<file path="src/rtl/pipe_stage.sv">
// -----------------------------------------------------------------------------
// pipe_stage
//
// Parametrised pipeline stage register with a valid/ready handshake, hold,
// flush, optional two-entry skid buffer and a saturating stall counter. All
// control and operand fields of a stage travel as one packed payload word.
//
// Parameters
//   DATA_W     width of the packed stage payload
//   SKID       1 = two-entry skid buffer, in_ready independent of out_ready
//              0 = single register, in_ready depends combinationally on out_ready
//   CNT_W      stall counter width
//
// Ports
//   clk        stage clock, all state updates on the rising edge
//   rst        synchronous, active-high reset
//   flush      kill all stage contents (valid bits only, data is kept)
//   hold       freeze stage: no accept, no emit
//   in_valid   upstream payload valid
//   in_ready   stage can accept this cycle
//   in_data    upstream payload
//   out_valid  payload presented downstream
//   out_ready  downstream accepts
//   out_data   payload to next stage (main register)
//   occupancy  entries held: 0, 1 or 2 (2 only with SKID=1)
//   stall_cnt  saturating count of cycles with a valid payload not leaving
// -----------------------------------------------------------------------------
module pipe_stage #(
   parameter int DATA_W = 64,
   parameter int SKID   = 1,
   parameter int CNT_W  = 16
) (
   input  logic              clk,
   input  logic              rst,
   input  logic              flush,
   input  logic              hold,
   input  logic              in_valid,
   output logic              in_ready,
   input  logic [DATA_W-1:0] in_data,
   output logic              out_valid,
   input  logic              out_ready,
   output logic [DATA_W-1:0] out_data,
   output logic [1:0]        occupancy,
   output logic [CNT_W-1:0]  stall_cnt
);

   // State encoding doubles as the occupancy count; main_valid and skid_valid
   // are decoded from it so the two valid bits can never disagree.
   typedef enum logic [1:0] {
      ST_EMPTY = 2'd0,
      ST_ONE   = 2'd1,
      ST_FULL  = 2'd2
   } state_t;

   state_t              r_state;
   state_t              w_state_nxt;
   logic [DATA_W-1:0]   r_main_data;
   logic [DATA_W-1:0]   w_skid_data;
   logic [CNT_W-1:0]    r_stall_cnt;

   logic                w_main_valid;
   logic                w_skid_valid;
   logic                w_in_ready;
   logic                w_out_valid;
   logic                w_in_fire;
   logic                w_out_fire;
   logic                w_load_main_in;
   logic                w_load_main_skid;
   logic                w_load_skid;

   assign w_main_valid = (r_state != ST_EMPTY);
   assign w_skid_valid = (r_state == ST_FULL);
   assign w_out_valid  = w_main_valid & ~hold;
   assign w_in_fire    = in_valid & w_in_ready;
   assign w_out_fire   = w_out_valid & out_ready;

   generate
      if (SKID != 0) begin : g_skid
         logic [DATA_W-1:0] r_skid_data;

         // Ready only looks at local state, so there is no combinational
         // path from out_ready back to in_ready; the skid entry absorbs the
         // one payload that is in flight when back-pressure starts.
         assign w_in_ready = ~w_skid_valid & ~hold & ~flush;

         always_ff @(posedge clk) begin
            if (rst) begin
               r_skid_data <= '0;
            end else if (w_load_skid) begin
               r_skid_data <= in_data;
            end
         end

         assign w_skid_data = r_skid_data;
      end else begin : g_noskid
         assign w_in_ready  = ~hold & ~flush & (~w_main_valid | out_ready);
         assign w_skid_data = '0;
      end
   endgenerate

   // Next state and data-load strobes. Hold needs no branch of its own: it
   // forces in_ready and out_valid low, so neither handshake can fire.
   always_comb begin
      // NOTE: every signal assigned here gets a default first, otherwise a
      // path that skips the assignment would infer a latch.
      w_state_nxt      = r_state;
      w_load_main_in   = 1'b0;
      w_load_main_skid = 1'b0;
      w_load_skid      = 1'b0;

      if (flush) begin
         // Only the valid state is cleared; data registers keep their values.
         w_state_nxt = ST_EMPTY;
      end else begin
         case (r_state)
            ST_EMPTY: begin
               if (w_in_fire) begin
                  w_state_nxt    = ST_ONE;
                  w_load_main_in = 1'b1;
               end
            end
            ST_ONE: begin
               if (w_in_fire && w_out_fire) begin
                  w_load_main_in = 1'b1;
               end else if (w_in_fire && (SKID != 0)) begin
                  w_state_nxt = ST_FULL;
                  w_load_skid = 1'b1;
               end else if (w_out_fire) begin
                  w_state_nxt = ST_EMPTY;
               end
            end
            ST_FULL: begin
               if (w_out_fire) begin
                  w_state_nxt      = ST_ONE;
                  w_load_main_skid = 1'b1;
               end
            end
            default: w_state_nxt = ST_EMPTY;
         endcase
      end
   end

   always_ff @(posedge clk) begin
      // NOTE: sequential state uses non-blocking assignments so every
      // register samples the pre-edge values, independent of block order.
      if (rst) begin
         r_state <= ST_EMPTY;
      end else begin
         r_state <= w_state_nxt;
      end
   end

   always_ff @(posedge clk) begin
      if (rst) begin
         r_main_data <= '0;
      end else if (w_load_main_in) begin
         r_main_data <= in_data;
      end else if (w_load_main_skid) begin
         r_main_data <= w_skid_data;
      end
   end

   // Counts hold and back-pressure cycles alike; saturates instead of
   // wrapping and is cleared only by reset, never by flush.
   always_ff @(posedge clk) begin
      if (rst) begin
         r_stall_cnt <= '0;
      end else if (w_main_valid && !w_out_fire && (r_stall_cnt != '1)) begin
         r_stall_cnt <= r_stall_cnt + CNT_W'(1);
      end
   end

   assign in_ready  = w_in_ready;
   assign out_valid = w_out_valid;
   assign out_data  = r_main_data;
   assign occupancy = r_state;
   assign stall_cnt = r_stall_cnt;

endmodule

</file>
<file path="config.mk">
export PLATFORM = sky130hd
export DESIGN_NAME = pipe_stage
export DESIGN_NICKNAME = d
export VERILOG_FILES = /design/src/rtl/pipe_stage.sv
export SDC_FILE = /design/constraint.sdc
export NUM_CORES = 1
export LEC_CHECK = 0
export ABC_AREA = 1
export CAP_MARGIN = 10
export CELL_PAD_IN_SITES_DETAIL_PLACEMENT = 0
export CELL_PAD_IN_SITES_GLOBAL_PLACEMENT = 1
export CORE_UTILIZATION = 36
export DETAILED_ROUTE_END_ITERATION = 8
export PLACE_DENSITY_LB_ADDON = 0.1
export SETUP_SLACK_MARGIN = 0.1
export SYNTH_ARGS = -nofsm -noshare
export SYNTH_HDL_FRONTEND = slang
export SYNTH_SLANG_ARGS = --single-unit
</file>
<file path="constraint.sdc">
create_clock -name clk -period 2.23 [get_ports clk]
set_input_delay 0.446 -clock clk [delete_from_list [all_inputs] [get_ports clk]]
set_output_delay 0.446 -clock clk [all_outputs]
set_load 0.01 [all_outputs]
</file>
# Word-level counts from Yosys, hierarchy flattened
# Cells that the tools add are included.
[classes]
n_addsub = 1
n_eq_ne = 7
n_mux = 18
n_bitwise = 8
n_reduce_logical = 9
[op_table]
columns = ["cell", "count"]
rows = [
  ["2-to-1 mux 64 bit", 2],
  ["adder 16 x 1 -> 16 bit (second input constant)", 1],
  ["inequality test 16 bit (second input constant)", 1],
  ["2-to-1 mux 2 bit", 5],
  ["2-to-1 mux 1 bit", 9],
  ["case mux 2 bit (3 select lines)", 1],
  ["bitwise AND 1 bit", 5],
  ["inequality test 2 bit (second input constant)", 2],
  ["AND reduction 4 bit", 1],
  ["nonzero test 2 bit", 2],
  ["logical AND 1 bit", 3],
  ["inequality test 3 bit (second input constant)", 1],
  ["NOT 1 bit", 3],
  ["equality test 2 x 1 -> 1 bit (second input constant)", 1],
  ["equality test 2 bit (second input constant)", 1],
  ["logical NOT 2 bit", 1],
  ["inequality test 2 x 1 -> 1 bit (second input constant)", 1],
  ["case mux 1 bit (2 select lines)", 1],
  ["OR reduction 2 bit", 1],
  ["logical NOT 1 bit", 1],
]
[word_totals]
register_bits = 146
in_bits = 70
out_inout_bits = 84
word_cells = 47

# Depth between registers and ports, before layout
[logic_depth]
ltp_word = 10
mapped_depth = 10
ltp_nobuf = 9

# Least setup slack after synthesis
# No wires, ideal clock.
[synth_path]
path_kind = "reg-to-reg"
start = "reg r_stall_cnt[0], in the netlist stall_cnt[0]"
end = "reg r_stall_cnt[11], in the netlist stall_cnt[11]"
setup_time_ps = 70
t_arrival_ps = 1614
required_ps = 2160
setup_slack_ps = 545
path_stages_with_launch = 9
n_path_buf = 1
synth_period_minus_slack_ps = 1685
cell_sequence = "dfxtp_1 -> ha_1 -> nand2_2 -> nor2_4 -> nand2_1 -> o21ai_4 -> buf_4 -> nand2_1 -> a21oi_1"
[synth_between]
elab_chain_len = 2
word_cells_on_any_way = 3
cone_classes = "add/sub (1); eq/ne (1); reduce/logical (1)"
[synth_rtl]
columns = ["element", "line_no", "rtl"]
rows = [
  ["from (decl)", "59", "logic [CNT_W-1:0] r_stall_cnt;"],
  ["from (signal assigned)", "169", "r_stall_cnt <= r_stall_cnt + CNT_W'(1);"],
  ["parallel branches: the longest is 2 deep, another holds adder 16 x 1 -> 16 bit", "--", ""],
]
# Several ways; the timed one is not identified.
# A chain may end at the register's enable or synchronous reset.

# Worst setup path after layout
[layout_path]
start = "reg r_state[0], in the netlist occupancy[0]"
end = "out out_valid"
[layout_between]
elab_chain_len = 2
[layout_rtl]
columns = ["element", "line_no", "rtl"]
rows = [
  ["from (decl)", "55", "state_t r_state;"],
  ["from (signal assigned)", "149", "r_state <= w_state_nxt;"],
  ["nonzero test 2 bit", "71", "assign w_main_valid = (r_state != ST_EMPTY);"],
  ["bitwise AND 1 bit", "73", "assign w_out_valid = w_main_valid & ~hold;"],
  ["to (decl)", "40", "output logic out_valid,"],
]
# Every way passes these cells.

==> impl_results.md <==
* Area share of the leading cell type in the synthesized netlist at 43.2%
* Die boundary width at 139 µm
* Worst setup slack for register-to-register paths at 0.43 ns
* DIE AREA at 19,400 µm²
* Result of the run: finished with violations
* Maximum clock rate at 492 MHz
* GR Overflow Total at 0
* Detailed-routing iteration count for the pre-antenna-repair pass at 7
* Number of endpoints failing setup at the final stage at 0
* Min Tclk post-route at 2.03 ns
* Register area share after synthesis at 43.2%
* Top-level port count at 154
* Remaining max-slew budget at the tightest pin at 62.0%
* Vias after detailed routing at 6,854
* Unrepaired setup endpoints after global routing: no
* Slew Viols, Final at 0
* Class of the tightest hold or removal check: reg2reg
* TNS Setup at 0 ns
* Number of unique standard cell types used by synthesis at 24
* Bufs on Longest Clock Path at 2
* Largest net degree at the start of global routing at 49
* Violation count after the first detailed-route iteration at 393
* Residual DRC count at 20
* Final instance count without filler cells at 1,349
* Transition at the pin with the smallest max-transition slack at 0.570 ns
* Critical path capture point type: primary output
* Number of hold buffers added after CTS at 0
* Largest voltage drop on the vdd net at 473 µV
* CTS sink cnt at 146
* Remaining antenna violation count after routing at 0
* Maximum fanout encountered on the critical timing path at 4
* Startpoint kind of the worst setup timing path: flip-flop
* Wire length of the first global-routing pass at 33,200 µm
* Worst Hold Slack at 0.479 ns
* Leakage power at 0.00379 µW
* Skew final at 0.00707 ns
* Most common cell after layout, fill and taps aside: sky130_fd_sc_hd__nand3_1
* Port buffer count at 153
* Effective utilization at floorplan at 37.2%
* Net count after synthesis at 1,044
* Post-cts repair resize count at 4
* Post-route clock period utilization at 91.2%
* Synthesized netlist cell count at 973
* Count of warnings emitted by yosys at 0
* Total placed cells including tap cells at 1,316
* Via count of the first global-routing pass at 6,365
* Number of fill cells at 1,854
* Die height at 139 µm
* Final hold vios at 0
* Net count of the finished layout at 1,177
* Master cell of the clock root buffer: sky130_fd_sc_hd__clkbuf_16
* Clock latency reported for the late side of the worst-skew pair at 0.42 ns
* Area growth from synthesis to layout at 37.5%
* Post-synth design cell area at 6770 µm²
* Final wirelength at 20,400 µm
* Clock transition at the registers of the reported paths at 0.06 ns
* Most used cells in the layout excluding fill and tap cells: sky130_fd_sc_hd__nand3_1, sky130_fd_sc_hd__nand2_1, sky130_fd_sc_hd__clkdlybuf4s50_1
* Required time at the worst-slack endpoint at 1.78 ns
* Violations in the final reports: DRC
* CORE AREA at 18,200 µm²
* Number of storage elements in the synthesis netlist at 146
* Post-Syn Area per Cell at 6.96 µm²
* Arrival @ worst endpoint at 1.59 ns
* Number of antenna violations at the first check in global routing at 1
* PD cells at 695 nW/µm²
* H-tree levels at 4
* Inserted Clock Buffers at 17
* CTS tree: done
* Final HPWL DP at 12,900 µm
* Setup repair bufs after CTS at 0
* Proportion of layout cells with a drive suffix above 1 at 7.95%
* Critical path class: reg2out
* Top cells by area in the synthesized netlist: sky130_fd_sc_hd__dfxtp_1, sky130_fd_sc_hd__nand3_1, sky130_fd_sc_hd__nand2_1
* Total GRT Usage at 21.4%
* Vias per Instance at 5.08
* Routed wire per std cell at 15.1 µm
* Placer congestion estimate at 0.798
* Max-Cap Viols at 0
* Cell type with the largest total area after synthesis: sky130_fd_sc_hd__dfxtp_1
* Placement row count at 49
power by group:
group,internal [µW],switching [µW]
combinational,315,291
clock,1980,1170
sequential,2680,39.1
total,4970,1500
path summary, 6_finish.rpt:
path              depth (start not counted)            end    startpoint
setup reg to reg                          7  stall_cnt[12]  stall_cnt[0]
hold / removal                            2    out_data[4]   out_data[4]
setup / recovery                          4      out_valid  occupancy[0]
hold reg to reg                           2    out_data[4]   out_data[4]
cell type report:
class	count	area, µm²	area share, %
timing repair buffer	190	1950	21.0
antenna	1	2.50	0.0269
sequential	146	2920	31.4
multi-input combinational	669	3200	34.3
clock inverter	14	211	2.27
tap	229	287	3.08
inverter	82	308	3.31
clock buffer	18	429	4.61
Yosys cell counts, drive strengths merged:
cell type  instances
nand3            210
nand4              9
nand3b             2
a21oi            144
inv               82
nor2              31
nor3               2
buf               49
nand2            195
o21ai             70
clkbuf            27
dfxtp            146
ha                 1
xor2               5
flip-flops by register name (all words and copies together), names as in the netlist:
register,cells
stall_cnt,16
occupancy,2
g_skid.r_skid_data,64
out_data,64
routing by layer:
layer / track usage, % / vias to the layer above / share of wire [%]
li1: - / 3516 / -
met1: 28.0 / 3158 / 47
met2: 35.7 / 164 / 47
met3: 4.87 / 16 / 5.0
met4: 4.91 / 0 / 0.98
met5: 0 / - / 0
per-stage QoR:
stage | util, % | setup slack [ns] | power, µW | area, µm²
5_1_grt | 51.1 | 0.108 | 6700 | 9310
3_3_place_gp | 47.6 | -0.0764 | 3380 | 8660
6_report | 51.1 | 0.195 | 6470 | 9310
3_5_place_dp | 47.6 | -0.111 | 3390 | 8660
2_1_floorplan | - | 0.545 | 3040 | 6770
4_1_cts | 51.1 | 0.0758 | 6530 | 9300
logic make-up (layout without fill, tap and decap cells):
group / Yosys count / in the layout / synth area share [%]
simple gates: 449 / 449 / 29.8
fa+ha+maj: 1 / 1 / 0.185
other cells: 0 / 1 / 0
buf+inv: 158 / 304 / 10.2
xor+xnor: 5 / 5 / 0.647
compound gates: 214 / 214 / 16.0
flops: 146 / 146 / 43.2
critical path: stages (launching register included):
cell	delay (ns)
sky130_fd_sc_hd__dfxtp_2	0.33
sky130_fd_sc_hd__buf_4	0.15
sky130_fd_sc_hd__nor2_4	0.16
sky130_fd_sc_hd__nor2_1	0.06
sky130_fd_sc_hd__clkdlybuf4s50_1	0.48
No activity file was read; power rests on OpenSTA's default activity.
==> edit, RTL diff (same settings) <==
`SKID`: 1 -> 0. Comments in the files are not updated.
--- a/src/rtl/pipe_stage.sv
+++ b/src/rtl/pipe_stage.sv
@@ -28,5 +28,5 @@
 module pipe_stage #(
    parameter int DATA_W = 64,
-   parameter int SKID   = 1,
+   parameter int SKID   = 0,
    parameter int CNT_W  = 16
 ) (
Check against the original RTL: not equivalent (a bounded check fails within 4 cycles, from zero or initial values and one cycle with rst high).
==> edit against the unedited design <==
  * Critical path depth is 1 lower
  * Worst hold slack worse by 0.050 ns
  * Clock skew is 0.0020 ns higher
  * Utilization is 7.2 points higher
  * Critical path type is now input pin to primary output
  * Synthesized area is 50% lower
  * Synthesized cell count is 55% lower
  * Worst setup slack worse by 0.020 ns
  * Largest power group is now registers
  * Largest cell class is now registers
  * Routed wire length is 54% lower
  * Design area is 44% lower
  * Sequential cell count is 65 lower
  * Highest routed layer unchanged
  * Sequential share of layout area is 0.14 points lower
  * Combinational power is 36% lower
  * Total power is 51% lower
==> edit: results <==
export IMPL_status="finished clean"
export IMPL_ir_drop_mv=0.324
export IMPL_grt_pass1_vias=3194
export IMPL_max_stage_delay_ns=0.54
export IMPL_wl_met2_um=4340
export IMPL_grt_max_degree=66
export IMPL_clock_latency_ns=0.34
export IMPL_antenna_cells=0
export IMPL_drt_initial_drc_count=105
export IMPL_wirelength_met1_um=4370
export IMPL_yosysMostFrequentCell="nand2_1"
export IMPL_root_buffer="clkbuf_8"
export IMPL_portBuffers=152
export IMPL_ys_seq_area_share_pct=48.3
export IMPL_sw_frac_of_total_pct=22.7
export IMPL_syn_area_per_cell_um2=7.63
export IMPL_worstPathMaxFanout=3
export IMPL_synth_area_top_cells="dfxtp_1 (48%), nand2_1 (13%), nand3_1 (11%), a21oi_1 (10%), a21oi_2 (2.6%)"
export IMPL_cts_made_buffers=9
export IMPL_n_fill_cell=829
export IMPL_wl_met3_um=591
export IMPL_place_congestion=0.762
export IMPL_placedInstanceArea_um2=4960
export IMPL_grt_pass1_wl_um=15700
export IMPL_hpwl_um=6290
export IMPL_ys_types=27
export IMPL_arrival_ns=1.61
export IMPL_met2_usage_pct=33.0
export IMPL_drt_total_wl_um=9440
export IMPL_antenna_found_initial=0
-- edit: what timing repair did --
action                     4_1_cts  5_1_grt
buffers inserted                 0        0
gates resized for setup          1        0
setup endpoints to repair        1        0
-- edit: kinds of logic after synthesis --
| group | after synthesis | synth area share [%] |
|---|---|---|
| AND/OR/NAND/NOR | 221 | 29.3 |
| flip-flops | 81 | 48.3 |
| AO/OA/AOI/OAI | 81 | 13.6 |
| adder cells (fa/ha/maj) | 1 | 0.373 |
| buffers and inverters | 48 | 6.52 |
| other | 1 | 0.112 |
| XOR/XNOR | 7 | 1.83 |
-- edit: worst paths after layout --
kind                    to  slack [ns]  cells past startpoint          from
min           stall_cnt[3]        0.43                      2           rst
max              out_valid        0.18                      3          hold
min reg2reg   out_data[37]        0.46                      2  out_data[37]
max reg2reg  stall_cnt[11]        0.53                      7  stall_cnt[0]
-- edit: final cells by class --
type,instances,area [um2],share of cell area [%]
tap,108,135,2.60
sequential,81,1620,31.3
timing repair buffer,160,1620,31.2
multi-input combinational,311,1530,29.4
clock inverter,5,104,2.00
inverter,14,52.6,1.01
clock buffer,10,128,2.46
-- edit: power by group through the flow --
stage	registers, W	logic [W]	clock network (W)
final	0.00151	0.000388	0.00127
after global routing	0.00151	0.000421	0.00138
after global placement	0.00154	0.000391	0
after detailed placement	0.00154	0.000391	0
after CTS	0.00151	0.000393	0.00130
after floorplan	0.00156	0.000130	0
-- edit: metrics by stage --
stage                     util (%)  hold slack [ns]
after floorplan                  -            0.484
after global placement        55.8            0.447
after detailed placement      55.8            0.451
after CTS                     58.3            0.410
after global routing          58.3            0.411
final                         58.3            0.429
